[config.mk]
export PLATFORM = sky130hd
export DESIGN_NAME = flit_reassembler
export DESIGN_NICKNAME = d
export VERILOG_FILES = /design/src/rtl/flit_pkg.sv /design/src/rtl/sync_fifo.sv /design/src/rtl/flit_reassembler.sv
export SDC_FILE = /design/constraint.sdc
export NUM_CORES = 1
export LEC_CHECK = 0
export ABC_AREA = 1
export ABC_CLOCK_PERIOD_IN_PS = 3500
export BUFFER_PORTS_ARGS = -buffer_cell sky130_fd_sc_hd__buf_2
export CELL_PAD_IN_SITES_DETAIL_PLACEMENT = 0
export CELL_PAD_IN_SITES_GLOBAL_PLACEMENT = 1
export CORE_MARGIN = 10
export CORE_UTILIZATION = 34
export DETAILED_ROUTE_END_ITERATION = 7
export PLACE_DENSITY = 0.69
export SYNTH_ARGS = -nofsm -noshare
export SYNTH_HDL_FRONTEND = slang
export SYNTH_HIERARCHICAL = 1
export SYNTH_SLANG_ARGS = --single-unit
[constraint.sdc]
create_clock -name clk -period 3.5 [get_ports clk]
set_clock_uncertainty 0.1 [all_clocks]
set_input_delay 0.35 -clock clk [delete_from_list [all_inputs] [get_ports clk]]
set_output_delay 0.35 -clock clk [all_outputs]
set_load 0.03 [all_outputs]
[src/rtl/flit_pkg.sv]
// Shared definitions for the flit reassembler: flit field positions, FIFO entry width, FSM states.
package flit_pkg;
  localparam int FLIT_W    = 17;
  localparam int F_VALID   = 16;
  localparam int F_RSV_HI  = 15;
  localparam int F_RSV_LO  = 12;
  localparam int F_SRC_HI  = 11;
  localparam int F_SRC_LO  = 8;
  localparam int F_DATA_HI = 7;
  localparam int F_DATA_LO = 0;
  localparam int SRC_W     = 4;
  localparam int WORD_W    = 32;
  localparam int ENTRY_W   = SRC_W + WORD_W;

  typedef enum logic {
    S_IDLE    = 1'b0,
    S_COLLECT = 1'b1
  } state_t;
endpackage

[src/rtl/sync_fifo.sv]
// Show-ahead synchronous FIFO; a pop on a full FIFO frees the slot for a same-cycle push.
module sync_fifo #(
  parameter int WIDTH = 36,
  parameter int DEPTH = 4
) (
  input  logic             clk,
  input  logic             rst,
  input  logic             i_push,
  input  logic [WIDTH-1:0] i_data,
  input  logic             i_pop,
  output logic [WIDTH-1:0] o_data,
  output logic             o_valid,
  output logic             o_full
);
  localparam int AW = $clog2(DEPTH);
  localparam logic [AW:0] FULL_CNT = (AW + 1)'(DEPTH);

  logic [WIDTH-1:0] r_mem [DEPTH];
  logic [AW-1:0]    r_wr;
  logic [AW-1:0]    r_rd;
  logic [AW:0]      r_cnt;
  logic             w_empty;
  logic             w_do_pop;
  logic             w_do_push;

  assign w_empty   = (r_cnt == '0);
  assign o_full    = (r_cnt == FULL_CNT);
  assign w_do_pop  = i_pop && !w_empty;
  assign w_do_push = i_push && (!o_full || w_do_pop);
  assign o_valid   = !w_empty;
  assign o_data    = w_empty ? '0 : r_mem[r_rd];

  always_ff @(posedge clk) begin
    if (w_do_push) r_mem[r_wr] <= i_data;
  end

  always_ff @(posedge clk or posedge rst) begin
    if (rst) begin
      r_wr  <= '0;
      r_rd  <= '0;
      r_cnt <= '0;
    end else begin
      if (w_do_push) r_wr <= r_wr + 1'b1;
      if (w_do_pop)  r_rd <= r_rd + 1'b1;
      case ({w_do_push, w_do_pop})
        2'b10:   r_cnt <= r_cnt + 1'b1;
        2'b01:   r_cnt <= r_cnt - 1'b1;
        default: ;
      endcase
    end
  end
endmodule

[src/rtl/flit_reassembler.sv]
// Packs four byte-flits from one source into a 32-bit word and queues {src, word}.
// S_IDLE: waiting for byte 0 | S_COLLECT: bytes 1..3 pending, gap timer running
module flit_reassembler
  import flit_pkg::*;
#(
  parameter int FIFO_DEPTH = 4,
  parameter int TIMEOUT    = 15
) (
  input  logic              clk,
  input  logic              rst,
  input  logic [FLIT_W-1:0] f_r,
  output logic [WORD_W-1:0] word_data,
  output logic [SRC_W-1:0]  word_src,
  output logic              word_valid,
  input  logic              word_rd,
  output logic              err_fmt,
  output logic              err_src,
  output logic              err_timeout,
  output logic              overflow,
  output logic [7:0]        drop_cnt
);
  localparam int GW = $clog2(TIMEOUT + 1);
  localparam logic [GW-1:0] GAP_LAST = GW'(TIMEOUT - 1);

  state_t             r_state;
  state_t             w_state_nxt;
  logic [SRC_W-1:0]   r_src;
  logic [23:0]        r_bytes;
  logic [1:0]         r_idx;
  logic [GW-1:0]      r_gap;
  logic               r_err_fmt;
  logic               r_err_src;
  logic               r_err_to;
  logic               r_overflow;
  logic [7:0]         r_drop_cnt;

  logic               w_vld;
  logic               w_fmt_bad;
  logic               w_good;
  logic               w_same_src;
  logic               w_gap_hit;
  logic [SRC_W-1:0]   w_src;
  logic [7:0]         w_data;
  logic               w_start;
  logic               w_append;
  logic               w_push;
  logic               w_err_src;
  logic               w_err_to;
  logic               w_full;
  logic               w_drop;
  logic [ENTRY_W-1:0] w_push_data;
  logic [ENTRY_W-1:0] w_head;

  assign w_vld      = f_r[F_VALID];
  assign w_fmt_bad  = w_vld && (f_r[F_RSV_HI:F_RSV_LO] != 4'd0);
  assign w_good     = w_vld && !w_fmt_bad;
  assign w_src      = f_r[F_SRC_HI:F_SRC_LO];
  assign w_data     = f_r[F_DATA_HI:F_DATA_LO];
  assign w_same_src = (w_src == r_src);
  assign w_gap_hit  = (r_gap == GAP_LAST);

  always_ff @(posedge clk or posedge rst) begin
    if (rst) r_state <= S_IDLE;
    else     r_state <= w_state_nxt;
  end

  always_comb begin
    w_state_nxt = r_state;
    case (r_state)
      S_IDLE: if (w_good) w_state_nxt = S_COLLECT;
      S_COLLECT: begin
        if (w_fmt_bad)                          w_state_nxt = S_IDLE;
        else if (w_good && w_same_src && r_idx == 2'd3) w_state_nxt = S_IDLE;
        else if (!w_vld && w_gap_hit)           w_state_nxt = S_IDLE;
      end
      default: w_state_nxt = S_IDLE;
    endcase
  end

  always_comb begin
    w_start   = 1'b0;
    w_append  = 1'b0;
    w_push    = 1'b0;
    w_err_src = 1'b0;
    w_err_to  = 1'b0;
    case (r_state)
      S_IDLE: w_start = w_good;
      S_COLLECT: begin
        // A foreign source aborts the partial word and restarts at byte 0.
        w_start   = w_good && !w_same_src;
        w_err_src = w_good && !w_same_src;
        w_append  = w_good && w_same_src;
        w_push    = w_good && w_same_src && (r_idx == 2'd3);
        w_err_to  = !w_vld && w_gap_hit;
      end
      default: ;
    endcase
  end

  assign w_push_data = {r_src, r_bytes, w_data};
  assign w_drop      = w_push && w_full && !word_rd;

  always_ff @(posedge clk or posedge rst) begin
    if (rst) begin
      r_src      <= '0;
      r_bytes    <= '0;
      r_idx      <= '0;
      r_gap      <= '0;
      r_err_fmt  <= 1'b0;
      r_err_src  <= 1'b0;
      r_err_to   <= 1'b0;
      r_overflow <= 1'b0;
      r_drop_cnt <= '0;
    end else begin
      r_err_fmt <= w_fmt_bad;
      r_err_src <= w_err_src;
      r_err_to  <= w_err_to;
      if (w_vld || r_state == S_IDLE || w_gap_hit) r_gap <= '0;
      else                                         r_gap <= r_gap + 1'b1;
      if (w_start) begin
        r_src   <= w_src;
        r_bytes <= {w_data, 16'h0000};
        r_idx   <= 2'd1;
      end else if (w_append) begin
        r_idx <= r_idx + 2'd1;
        case (r_idx)
          2'd1:    r_bytes[15:8] <= w_data;
          2'd2:    r_bytes[7:0]  <= w_data;
          default: ;
        endcase
      end else if (w_fmt_bad || w_err_to) begin
        r_idx <= '0;
      end
      if (w_drop) begin
        r_overflow <= 1'b1;
        if (r_drop_cnt != 8'hFF) r_drop_cnt <= r_drop_cnt + 8'd1;
      end
    end
  end

  sync_fifo #(
    .WIDTH (ENTRY_W),
    .DEPTH (FIFO_DEPTH)
  ) u_fifo (
    .clk     (clk),
    .rst     (rst),
    .i_push  (w_push),
    .i_data  (w_push_data),
    .i_pop   (word_rd),
    .o_data  (w_head),
    .o_valid (word_valid),
    .o_full  (w_full)
  );

  assign word_data   = w_head[WORD_W-1:0];
  assign word_src    = w_head[ENTRY_W-1:WORD_W];
  assign err_fmt     = r_err_fmt;
  assign err_src     = r_err_src;
  assign err_timeout = r_err_to;
  assign overflow    = r_overflow;
  assign drop_cnt    = r_drop_cnt;
endmodule

# == Word level (Yosys, flattened, before mapping) ==
# Memories as Yosys holds them, arrays and structs flattened.
# Cells that the tools add are included.
# word_totals
ff_bits,54
mem_bits_rw,144
output_inout_bits,49
n_memories,1
# op_classes
addsub,7
eq_ne,9
mux,22
bitwise,1
n_reduce_logical,30
# mem_list
memory,depth,width,read_ports,rd_ports_with_merged_regs,wr,line_no,text
u_fifo.r_mem,4,36,1,0,1,sync_fifo.sv:18,logic [WIDTH-1:0] r_mem [DEPTH];
# ops
op,n
$mux W36,1
$mux W16,2
$mux W8,2
$logic_and A1 B1 Y1,10
$mux W1,10
$add A8 B1 Y8 const B,1
$ne A8 B8 Y1 const B,1
$reduce_bool A2 Y1,4
$add A2 B1 Y2 const B,3
$eq A2 B2 Y1 const B,3
$logic_not A1 Y1,6
$mux W2,3
$pmux W3 S2,1
$reduce_and A2 Y1,3
$add A4 B1 Y4 const B,1
$eq A2 B1 Y1 const B,2
$eq A4 B4 Y1,1
$eq A4 B4 Y1 const B,1
$logic_or A1 B1 Y1,4
$mux W4,1
$pmux W1 S2,2
$reduce_bool A4 Y1,1
$add A3 B1 Y3 const B,1
$eq A3 B3 Y1 const B,1
other kinds (4),4

# == Depth between registers and ports, before layout ==
# Gate-level depths: netlist (run 1).
# logic_depth
word_depth,10
mapped_depth,14
mapped_depth_nobuf,13

# == By module ==
# The synthesis (run 1) kept the hierarchy.
# by_module_without_submodules
mod,instances,cells_each,area_each_um2,seq_area_each_um2
sync_fifo,1,479,6022.0,4499.3
flit_reassembler,1,259,2237.1,1176.1

# == Worst setup path after synthesis (run 1) ==
# Ideal clock, no wire load.
# synth_timing
kind,register to register
start,register r_src[3]
end,"memory u_fifo.r_mem[0][0], enable pin"
setup_time_ns,0.429
t_arrival_ns,2.692
t_required_ns,2.971
setup_slack_ns,0.279
path_stages_with_launch,10
path_buffers,1
synth_period_minus_slack_ns,3.221
cell_sequence,dfrtp_1 -> inv_1 -> nand2_1 -> nand2_1 -> nor2_2 -> nand2_2 -> nor2_2 -> buf_6 -> o21ai_4 -> nor2_1
# synth_between
elab_chain_len,7
# synth_rtl
element,line_no,text
from (decl),flit_reassembler.sv:27,logic [SRC_W-1:0] r_src;
from (signal assigned),flit_reassembler.sv:121,r_src <= w_src;
$eq A4 B4 Y1,flit_reassembler.sv:59,assign w_same_src = (w_src == r_src);
$logic_and A1 B1 Y1 (2 in a row),flit_reassembler.sv:93,w_push = w_good && w_same_src && (r_idx == 2'd3);
$mux W1,flit_reassembler.sv:86,case (r_state)
via w_push,flit_reassembler.sv:46,logic w_push;
$logic_and A1 B1 Y1,sync_fifo.sv:29,assign w_do_push = i_push && (!o_full || w_do_pop);
$mux W1,sync_fifo.sv:34,if (w_do_push) r_mem[r_wr] <= i_data;
$mux W1 (implied by the code),sync_fifo.sv:34,
to (decl),sync_fifo.sv:18,
# The timed path passes the listed nets, and every way through them passes these cells.

# == Final worst setup path (run 1) ==
# layout_timing
start,register u_fifo.r_rd[0]
end,output word_data[9]
# layout_between
elab_chain_len,2
# layout_rtl
element,line_no,text
from (decl),sync_fifo.sv:20,logic [AW-1:0] r_rd;
from (signal assigned),sync_fifo.sv:44,if (w_do_pop) r_rd <= r_rd + 1'b1;
$mem_v2 Z4 W36,n/a,
$mux W36,sync_fifo.sv:31,assign o_data = w_empty ? '0 : r_mem[r_rd];
to (decl),flit_reassembler.sv:12,"output logic [WORD_W-1:0] word_data,"
# Every way passes these cells.

==> results by stage, run 1 <==
Synth:
- The number of synthesized register bits is 198.
- The synthesized area per cell is 11.2 um^2.
- The synthesized net count is 769.
- Of the total synthesized cell area, the portion taken by full adders, half adders and majority gates is 1.76%.
- In the post-synthesis netlist, the biggest area contributors are sky130_fd_sc_hd__edfxtp_1, sky130_fd_sc_hd__dfrtp_1, sky130_fd_sc_hd__nor2_1, sky130_fd_sc_hd__nand2_1, sky130_fd_sc_hd__o21ai_0.
- The post-synthesis mux area share is 0%.
- In this run the cell area of the synthesized design comes to 0.00826 mm^2.
- sky130_fd_sc_hd__edfxtp_1 takes more of the synthesized area than any other cell.
- The count of cell types in the netlist is 33.
- The sequential cell area fraction in the yosys report is 68.7%.
- After Yosys synthesis, XOR and XNOR cells account for 0.742% of the synthesized area.
- After synthesis, the largest family of logic cells by area is simple AND/OR/NAND/NOR gates.
- The compound-gate portion of the synthesized area is 7.89%.
- Summing the areas of all and, or, nand and nor instances in the mapped netlist gives 16.2% of the synthesized area.
- The synthesized instance count is 738.
- During synthesis, Yosys emitted a total of 6 warnings.
- The top cell type by area accounts for 52.4% of the synthesized area.

Timing:
- The transition time at the pin with the least slew margin is 1.05 ns.
- The final hold slack is 0.0285 ns.
- Of the available clock period, the critical path in the final layout requires 79.4%.
- Summed over all failing endpoints, the final setup total negative slack is 0 ns.
- Setup repair after global routing left no endpoint under its margin.
- Headroom to the max-slew limit came out at 30.0%.
- Based on the critical path, the design can be clocked at up to 360 MHz.
- Setup violations remaining at the end of the flow were counted as 0.
- After layout, the minimum clock period comes to 2.78 ns.
- The final count of hold timing violations is 0.
- The final count of pins violating max slew is 0.

Routing:
- After the first detailed-routing iteration, the DRC count stood at 457.
- In the routed design, unresolved DRC markers number 0.
- The remaining antenna violation count after routing is 0.
- Dividing the detail-routed via count by the number of cells gives 4.66.
- The mean routed wirelength per cell is 16.4 um.
- The total number of vias is 5,301.
- The iteration count of the initial detailed-routing pass is 4.
- Wires add up to 18.6 mm.

Finish:
- The multi-input gate area in the final layout is 0.00223 mm^2.
- The final non-filler cell area is 0.00947 mm^2.
- The share of layout cells above drive strength 1 is 16.2%.
- Counting the fill cells in the layout gives 2,348.
- The synthesis-to-finish area growth is 14.6%.
- The number of nets at the end of the flow is 835.
- The filler-free cell count of the finished design is 1,137.
- The flip-flop and latch area is 0.00568 mm^2.

Power:
- The combinational group share of total power is 35.3%.
- Net switching is 40.0% of the power.
- The design draws 7.14 mW.
- For this design the static power due to leakage is 3.75 nW.
- The total power density per cell area is 754 mW/mm^2.
- The internal power consumption is 4.28 mW.
- The switching power summed over all nets is 2.86 mW.
- The portion of total power attributed to the clock network is 26.8%.
- The maximum VDD drop is 0.357 mV.
- Registers are responsible for 37.8% of the overall power.

Floorplanning:
- Row generation in the floorplan step produced 56 rows.
- The die is 176 um tall.
- The die covers 0.0309 mm^2.
- The core area is 0.0237 mm^2.
- The chip width is 176 um.
- The initial core utilization is 34.9%.
- The number of top-level design ports is 69.

GRT:
- The first global-routing pass estimated 30.1 mm of wire.
- Entering global routing, the biggest net connects 74 pins.
- The initial antenna violation count came to 1.
- The number of global-route vias before repair is 5,475.
- The total global-route track usage is 12.4%.
- The leftover overflow at the end of global routing is 0.

Clocking:
- Clock tree synthesis inserted a total of 17 buffers.
- The buffers inserted during post-CTS setup optimization is 0.
- The number of H-tree levels is 4.
- The TritonCTS sink count is 198.
- The count of cells resized by post-cts repair is 0.
- CTS placed an instance of sky130_fd_sc_hd__clkbuf_16 at the clock tree root.
- The buffer levels on the longest clock path is 2.
- The clock insertion delay at the later pin of the skew report is 0.43 ns.
- The clock edge transition at the registers on the reported setup and hold paths is 0.07 ns.
- The cts-stage hold buffer count is 1.
- The TritonCTS clock tree is done.

Min path:
- The class of the most critical hold timing path is in -> reg.
- The launch point of the worst hold path is f_r[16].

Place:
- The placed instance count is 1,103.
- The count of input and output buffers is 68.
- After detailed placement, the total cell area comes to 0.00888 mm^2.
- After legalization and detailed placement, the total HPWL measured 11.4 mm.
- The weighted congestion reported at the end of routability-driven placement is 0.765.

Setup path:
- Tracing the worst setup path back leads to its startpoint at u_fifo/r_rd[0].
- The worst-path maximum fanout is 73.
- The class of the most critical setup path is reg -> out.
- On the critical path, the stage with the largest delay is an instance of sky130_fd_sc_hd__buf_4.
- In this design, the stage delay of the slowest critical-path cell is 0.62 ns.
- The arrival time at the worst endpoint is 2.33 ns.
- The required time at the worst-slack endpoint is 3.05 ns.
- The cell that appears most often on the critical path is sky130_fd_sc_hd__nor2_1.
- The startpoint identified for the worst register-to-register timing path is r_src[2].
- The critical path goes through buf_4 -> nor2_1 -> nor2_1 -> o21ai_1 -> a21oi_1 -> buf_2.
- The critical path capture point type is an output pin.
- The worst setup path is launched from a register.

Job:
- Max-cap violations in this run came to 0.

Outcome:
- The flow ran to the end, and the final reports show no timing, DRC or antenna violations.
## layout make-up
class	instances	share of cell area [%]
diodes	1	0.0264
well taps	319	4.22
multi-input cells	466	23.5
clock buffers	18	4.53
repair buffers	80	4.57
clock inverters	14	1.52
inverters	41	1.63
flip-flops and latches	198	60.0
## critical path: cells and delay by family (launching register included)
kind / cells / cell delay (ns)
buffers and inverters: 2 / 0.88
AO/OA/AOI/OAI: 2 / 0.36
flip-flops: 1 / 0.37
AND/OR/NAND/NOR: 2 / 0.22
## placed cells by master (no fill, tap or decap), types with 2 or more instances in the layout
| cell | n |
|---|---|
| sky130_fd_sc_hd__nor2_1 | 158 |
| sky130_fd_sc_hd__edfxtp_1 | 144 |
| sky130_fd_sc_hd__nand2_1 | 110 |
| sky130_fd_sc_hd__buf_2 | 68 |
| sky130_fd_sc_hd__o21ai_0 | 60 |
| sky130_fd_sc_hd__dfrtp_1 | 53 |
| sky130_fd_sc_hd__a21oi_1 | 40 |
| sky130_fd_sc_hd__inv_1 | 37 |
| sky130_fd_sc_hd__nand4_1 | 26 |
| sky130_fd_sc_hd__o21ai_1 | 19 |
| sky130_fd_sc_hd__clkbuf_16 | 17 |
| sky130_fd_sc_hd__nand3_1 | 12 |
| sky130_fd_sc_hd__buf_4 | 11 |
| sky130_fd_sc_hd__ha_1 | 10 |
| sky130_fd_sc_hd__nor2_2 | 5 |
| sky130_fd_sc_hd__nand2_2 | 4 |
| sky130_fd_sc_hd__xnor2_1 | 4 |
| sky130_fd_sc_hd__inv_2 | 4 |
| sky130_fd_sc_hd__nor2_4 | 4 |
| sky130_fd_sc_hd__xor2_1 | 3 |
| sky130_fd_sc_hd__inv_8 | 3 |
| sky130_fd_sc_hd__inv_6 | 2 |
| sky130_fd_sc_hd__clkinv_2 | 2 |
| sky130_fd_sc_hd__clkinv_4 | 2 |
| sky130_fd_sc_hd__clkinvlp_4 | 2 |
## cells in the mapped netlist
cell type and count:
sky130_fd_sc_hd__o21ai_1 19, sky130_fd_sc_hd__a31oi_1 1, sky130_fd_sc_hd__buf_6 9, sky130_fd_sc_hd__nand2_2 4, sky130_fd_sc_hd__nor2_1 162, sky130_fd_sc_hd__or2_2 1
sky130_fd_sc_hd__fa_1 1, sky130_fd_sc_hd__o21ai_0 60, sky130_fd_sc_hd__clkbuf_1 6, sky130_fd_sc_hd__nand4_1 26, sky130_fd_sc_hd__nand3_2 1, sky130_fd_sc_hd__a21oi_1 40
sky130_fd_sc_hd__ha_1 10, sky130_fd_sc_hd__clkbuf_8 1, sky130_fd_sc_hd__nor3_1 1, sky130_fd_sc_hd__inv_2 3, sky130_fd_sc_hd__edfxtp_1 144, sky130_fd_sc_hd__dfrtp_1 54
sky130_fd_sc_hd__inv_1 38, sky130_fd_sc_hd__nand4_2 1, sky130_fd_sc_hd__nand3b_1 1, sky130_fd_sc_hd__buf_4 3, sky130_fd_sc_hd__nor2_2 5, sky130_fd_sc_hd__xor2_1 3
sky130_fd_sc_hd__a21o_1 1, sky130_fd_sc_hd__o21ai_4 1, sky130_fd_sc_hd__clkbuf_2 2, sky130_fd_sc_hd__buf_2 12, sky130_fd_sc_hd__o21bai_4 1, sky130_fd_sc_hd__xnor2_1 4
sky130_fd_sc_hd__nand2_1 110, sky130_fd_sc_hd__o211ai_1 1, sky130_fd_sc_hd__nand3_1 12
## path summary, 6_finish.rpt
| path | depth (start not counted) | slack, ns | end |
|---|---|---|---|
| min in group asynchronous | 3 | 0.33 | u_fifo/r_cnt[2] |
| worst max register to register | 9 | 1.18 | u_fifo/r_mem[1][22] |
| worst max-delay path | 6 | 0.72 | word_data[9] |
| worst min register to register | 1 | 0.37 | overflow |
| worst min-delay path | 2 | 0.03 | err_timeout |
| max in group asynchronous | 3 | 2.00 | r_bytes[19] |
## layer usage
layer	part of all wire (%)	track usage [%]	vias up	wire length (um)
met5	0	0	-	0
met1	46	15.6	2546	8620
met2	48	20.4	92	8920
li1	-	-	2647	-
met4	0.92	3.18	0	171
met3	4.9	3.71	16	909
## sequential cells by signal, indices dropped and copies added (netlist names)
register	cells
u_fifo/r_mem	144
r_bytes	24
drop_cnt	8
r_gap	4
r_src	4
u_fifo/r_cnt	3
r_idx	2
u_fifo/r_rd	2
u_fifo/r_wr	2
err_fmt	1
err_src	1
err_timeout	1
overflow	1
r_state	1
## cell families after synthesis
family	after synthesis
xor+xnor	7
buf+inv	74
simple gates	324
flops	198
fa+ha+maj	11
compound gates	124
## power by group through the flow
stage / sequential [mW] / clock (mW) / combinational, mW
detailed placement: 2.75 / 0 / 2.60
global placement: 2.75 / 0 / 2.60
CTS: 2.70 / 1.96 / 2.61
global route: 2.72 / 2.04 / 2.81
finish: 2.70 / 1.92 / 2.52
floorplan: 2.71 / 0 / 1.92
## per-stage QoR
stage                     setup slack (ns)  util [%]
after floorplan                      0.279         -
after global placement                1.01      37.5
after detailed placement             0.958      37.5
after CTS                            0.647      40.0
after global routing                 0.481      40.0
final                                0.721      40.0
No activity file was read; power rests on OpenSTA's default activity.
==> run 2: changes to the inputs <==
--- a/config.mk
+++ b/config.mk
@@ -5,15 +5,15 @@
 export SDC_FILE = /design/constraint.sdc
 export NUM_CORES = 1
 export LEC_CHECK = 0
-export ABC_AREA = 1
-export ABC_CLOCK_PERIOD_IN_PS = 3500
+export ABC_AREA = 0
+export ABC_CLOCK_PERIOD_IN_PS = 2500
 export BUFFER_PORTS_ARGS = -buffer_cell sky130_fd_sc_hd__buf_2
 export CELL_PAD_IN_SITES_DETAIL_PLACEMENT = 0
 export CELL_PAD_IN_SITES_GLOBAL_PLACEMENT = 1
 export CORE_MARGIN = 10
 export CORE_UTILIZATION = 34
 export DETAILED_ROUTE_END_ITERATION = 7
-export PLACE_DENSITY = 0.69
+export PLACE_DENSITY = 0.68
 export SYNTH_ARGS = -nofsm -noshare
 export SYNTH_HDL_FRONTEND = slang
 export SYNTH_HIERARCHICAL = 1
==> constraint.sdc (replaced) <==
create_clock -name clk -period 2.5 [get_ports clk]
set_clock_uncertainty 0.1 [all_clocks]
set_input_delay 0.25 -clock clk [delete_from_list [all_inputs] [get_ports clk]]
set_output_delay 0.25 -clock clk [all_outputs]
set_load 0.03 [all_outputs]
==> run 2 against run 1 <==
Critical path depth decreased by 2. Synthesized area fell by 3.7%. Final area is 0.73% higher. Sequential power up 36%. Critical path type unchanged. Highest routed layer unchanged.
==> results by stage, run 2 <==
Place:
- Once placement finished, the instance area stood at 0.00883 mm^2.
- In this run, placement finished with an instance count of 820.
- Routability-driven placement finished with a final weighted congestion of 0.759.
- The half-perimeter wire length of the detailed placement result is 10.6 mm.
- Input and output buffers added on the ports amount to 68.
- OpenSTA, run right after detailed placement, puts the worst setup slack at 0.207 ns.

Finish:
- The most common cell after layout, fill and taps aside is sky130_fd_sc_hd__edfxtp_1.
- In the final layout, the multi-input gates occupy 0.00214 mm^2.
- The most flop-heavy register is u_fifo/r_mem.
- The number of nets at the end of the flow is 563.
- In the layout the commonest cells are sky130_fd_sc_hd__edfxtp_1, sky130_fd_sc_hd__buf_2, sky130_fd_sc_hd__dfrtp_1.
- The filler-free cell count of the finished design is 858.
- Cells fill 41.7% of the core in the end.
- The number of antenna diodes is 0.
- The register with the most flip-flops in the layout has 144 of them.
- With fillers left out, the area of the finished cells amounts to 0.00954 mm^2.
- From synthesis to final layout, the design area changed by 19.9%.
- The flip-flop and latch area is 0.00568 mm^2.
- Cells with a size suffix above 1 make up 33.9% of the layout.
- The number of fill cells is 2,070.

Setup path:
- The class of the most critical setup path is reg -> out.
- In this design, the largest share of critical-path delay is due to multiplexers.
- The buffers plus inverters on the worst setup path is 2.
- The critical path goes through buf_4 -> mux4_2 -> and2_1 -> buf_2.
- The critical path capture point type is an output pin.
- In this run the worst path has a maximum fanout of 14.
- The startpoint of the lowest-slack register-to-register path is r_src[0].
- The required time at the worst-slack endpoint is 2.15 ns.
- STA classifies the critical path startpoint as a register.
- Among all stages on the critical path, the largest delay is contributed by sky130_fd_sc_hd__mux4_2.
- The worst setup slack for register-to-register paths is 0.19 ns.
- The critical path's largest stage delay is 0.56 ns.
- The terminus of the critical flop-to-flop path is u_fifo/r_cnt[2].
- The number of cells on the worst reg-to-reg path is 8.
- Data arrives at the worst endpoint at 2.04 ns.

Floorplanning:
- The chip width is 173 um.
- Measured along the y axis, the die boundary spans 173 um.
- During I/O placement, the number of pins put on the boundary was 69.
- The die covers 0.0299 mm^2.
- The initial core utilization is 34.8%.
- After floorplanning, the core was divided into 55 placement rows.
- The region available for standard cell placement spans 0.0228 mm^2.

Clocking:
- The buffer levels on the longest clock path is 2.
- Clock-pin slew was measured on the worst setup and hold paths at 0.08 ns.
- The clock reaches the later pin of the worst-skew pair after 0.43 ns.
- The TritonCTS clock tree is done.
- The number of H-tree levels is 4.
- The tree built by TritonCTS fans out to 198 sinks.
- After clock tree synthesis, the setup repair step added 0 buffers.
- The CTS buffer count is 17.
- Clock tree synthesis selected as its root buffer the cell sky130_fd_sc_hd__clkbuf_16.

Synth:
- After synthesis the netlist holds a flip-flop and latch count of 198.
- Of the synthesized area, sequential elements account for 71.4%.
- Summed over all instances, the cell type with the most area after synthesis is sky130_fd_sc_hd__edfxtp_1.
- Of all flip-flops after synthesis, the portion carrying an async set or reset was 27.3%.
- After synthesis, the most frequently instantiated cells are sky130_fd_sc_hd__edfxtp_1, sky130_fd_sc_hd__dfrtp_1, sky130_fd_sc_hd__and2_1.
- Of the post-synthesis cell area, the dominant cell type holds 54.4%.
- By area the synthesized netlist is led by sky130_fd_sc_hd__edfxtp_1, sky130_fd_sc_hd__dfrtp_1, sky130_fd_sc_hd__mux4_2, sky130_fd_sc_hd__and2_1, sky130_fd_sc_hd__mux2_2.
- The synthesized area per cell is 18.2 um^2.
- sky130_fd_sc_hd__edfxtp_1 is the most common cell in the netlist.
- The synthesized instance count is 437.
- The most frequently used flop master after synthesis is sky130_fd_sc_hd__edfxtp_1.
- The number of enable-type register cells in the synthesized netlist is 144.
- The synthesized netlist contains 51 unique library cells.
- The synthesized net count is 468.
- The count of warnings emitted by yosys is 6.
- The netlist area before placement is 0.00795 mm^2.

Power:
- Net switching is 24.3% of the power.
- The switching power summed over all nets is 1.71 mW.
- The total leakage power is 3.68 nW.
- Internal power comes to 5.34 mW.
- The clock network burns 40.9% of the power.
- For this design the ratio of total power to cell area is 740 mW/mm^2.
- Of the total power, registers draw 52.1%.
- The combinational group share of total power is 6.9%.
- IR analysis of the VDD net gives a maximum drop of 0.468 mV.

GRT:
- The number of global-route vias before repair is 4,483.
- The global-route wire length before repair is 26.1 mm.
- The initial antenna violation count is 1.
- Entering global routing, the biggest net connects 39 pins.
- The total global-route track usage is 11.1%.
- Global routing finished with a remaining overflow of 0.

Routing:
- The average vias per placed instance is 4.78.
- The total wire length is 16.3 mm.
- The mean routed wirelength per cell is 18.9 um.
- The initial detailed-routing violation count is 279.
- The iteration count of the initial detailed-routing pass is 4.
- The routed layout has 4,104 vias.
- The number of DRC violations after detailed routing is 0.
- The count of nets left with antenna violations once routing finished came out at 0.

Min path:
- The worst hold path begins at f_r[5].
- The class of the most critical hold timing path is in -> reg.
- The depth of the worst hold-timing path is 1.
- The worst-case hold path end point is u_fifo/r_mem[3][5].

Timing:
- At the pin with the least slew margin, the transition time is 0.688 ns.
- Setup repair after global routing left no endpoint under its margin.
- The worst-case headroom to the max-slew limit is 53.8%.
- The achievable frequency is 419 MHz.
- The worst path needs 2.39 ns of the cycle, external delays included.
- The setup slack of the critical path after layout is 0.115 ns.
- The final cycle utilization of the critical path is 95.4%.
- The total of endpoints with negative setup slack in the final report is 0.
- The final count of hold timing violations came to 0.
- The final count of pins violating max slew is 0.
- For the final routed database, the setup TNS stands at 0 ns.

Job:
- Max-cap violations in this run came to 0.

Outcome:
- The run finished with clean final reports.
run 2: worst max-delay path by stage:
stage,from,to,slack (ns),depth (start not counted)
floorplan,r_src[1],u_fifo/r_mem[0][0],0.12,6
global placement,f_r[13],u_fifo/r_cnt[0],0.24,8
detailed placement,r_src[0],u_fifo/r_cnt[2],0.21,8
CTS,u_fifo/r_rd[0],word_data[30],0.06,4
global route,u_fifo/r_rd[0],word_data[30],0.01,4
finish,u_fifo/r_rd[0],word_data[30],0.11,4
run 2: layer usage:
metal  GRT usage, %  routed length (um)  part of all wire, %
met5              0                   0                    0
met4           3.59                 207                  1.3
met2           17.9                7870                   48
met3           2.96                 631                  3.9
met1           14.2                7550                   46
run 2: worst reg2reg max path: stages, from the launching register on:
cell and delay, ns:
sky130_fd_sc_hd__dfrtp_1 0.46, sky130_fd_sc_hd__xnor2_1 0.19, sky130_fd_sc_hd__nand4_2 0.14, sky130_fd_sc_hd__nor3_2 0.08, sky130_fd_sc_hd__or2_1 0.24, sky130_fd_sc_hd__fa_1 0.42
sky130_fd_sc_hd__nor2b_1 0.20, sky130_fd_sc_hd__a21oi_1 0.07, sky130_fd_sc_hd__a221o_1 0.31
run 2: logic make-up after synthesis:
group	Yosys count	share of synthesized area, %
xor+xnor	16	1.76
flops	198	71.4
compound gates	34	3.35
fa+ha+maj	11	1.82
mux	52	12.5
simple gates	97	7.41
buf+inv	29	1.81
run 2: power groups by stage:
| stage | clock, mW | combinational (mW) | sequential, mW |
|---|---|---|---|
| after CTS | 2.95 | 0.503 | 3.68 |
| after global placement | 0 | 0.485 | 3.74 |
| after global routing | 3.07 | 0.537 | 3.69 |
| after floorplan | 0 | 0.368 | 3.72 |
| after detailed placement | 0 | 0.493 | 3.75 |
| final | 2.89 | 0.489 | 3.68 |
run 2: layout make-up:
type	count	area share, %
flip-flops and latches	198	59.5
clock inverters	15	2.30
multi-input cells	210	22.5
clock buffers	17	4.46
inverters	11	0.433
well taps	313	4.11
repair buffers	94	6.69
run 2: repair_timing:
| item | in CTS | in global routing |
|---|---|---|
| gates resized for setup | 0 | 1 |
| setup endpoints to repair | 0 | 2 |
| hold buffers | 6 | 0 |
| hold endpoints to repair | 34 | 0 |
run 2: stage by stage:
step / total power [mW] / hold WS (ns)
floorplan: 4.09 / -0.0466
global placement: 4.23 / 0.137
detailed placement: 4.24 / 0.143
CTS: 7.13 / 0.0218
global route: 7.30 / 0.0217
finish: 7.05 / 0.0302
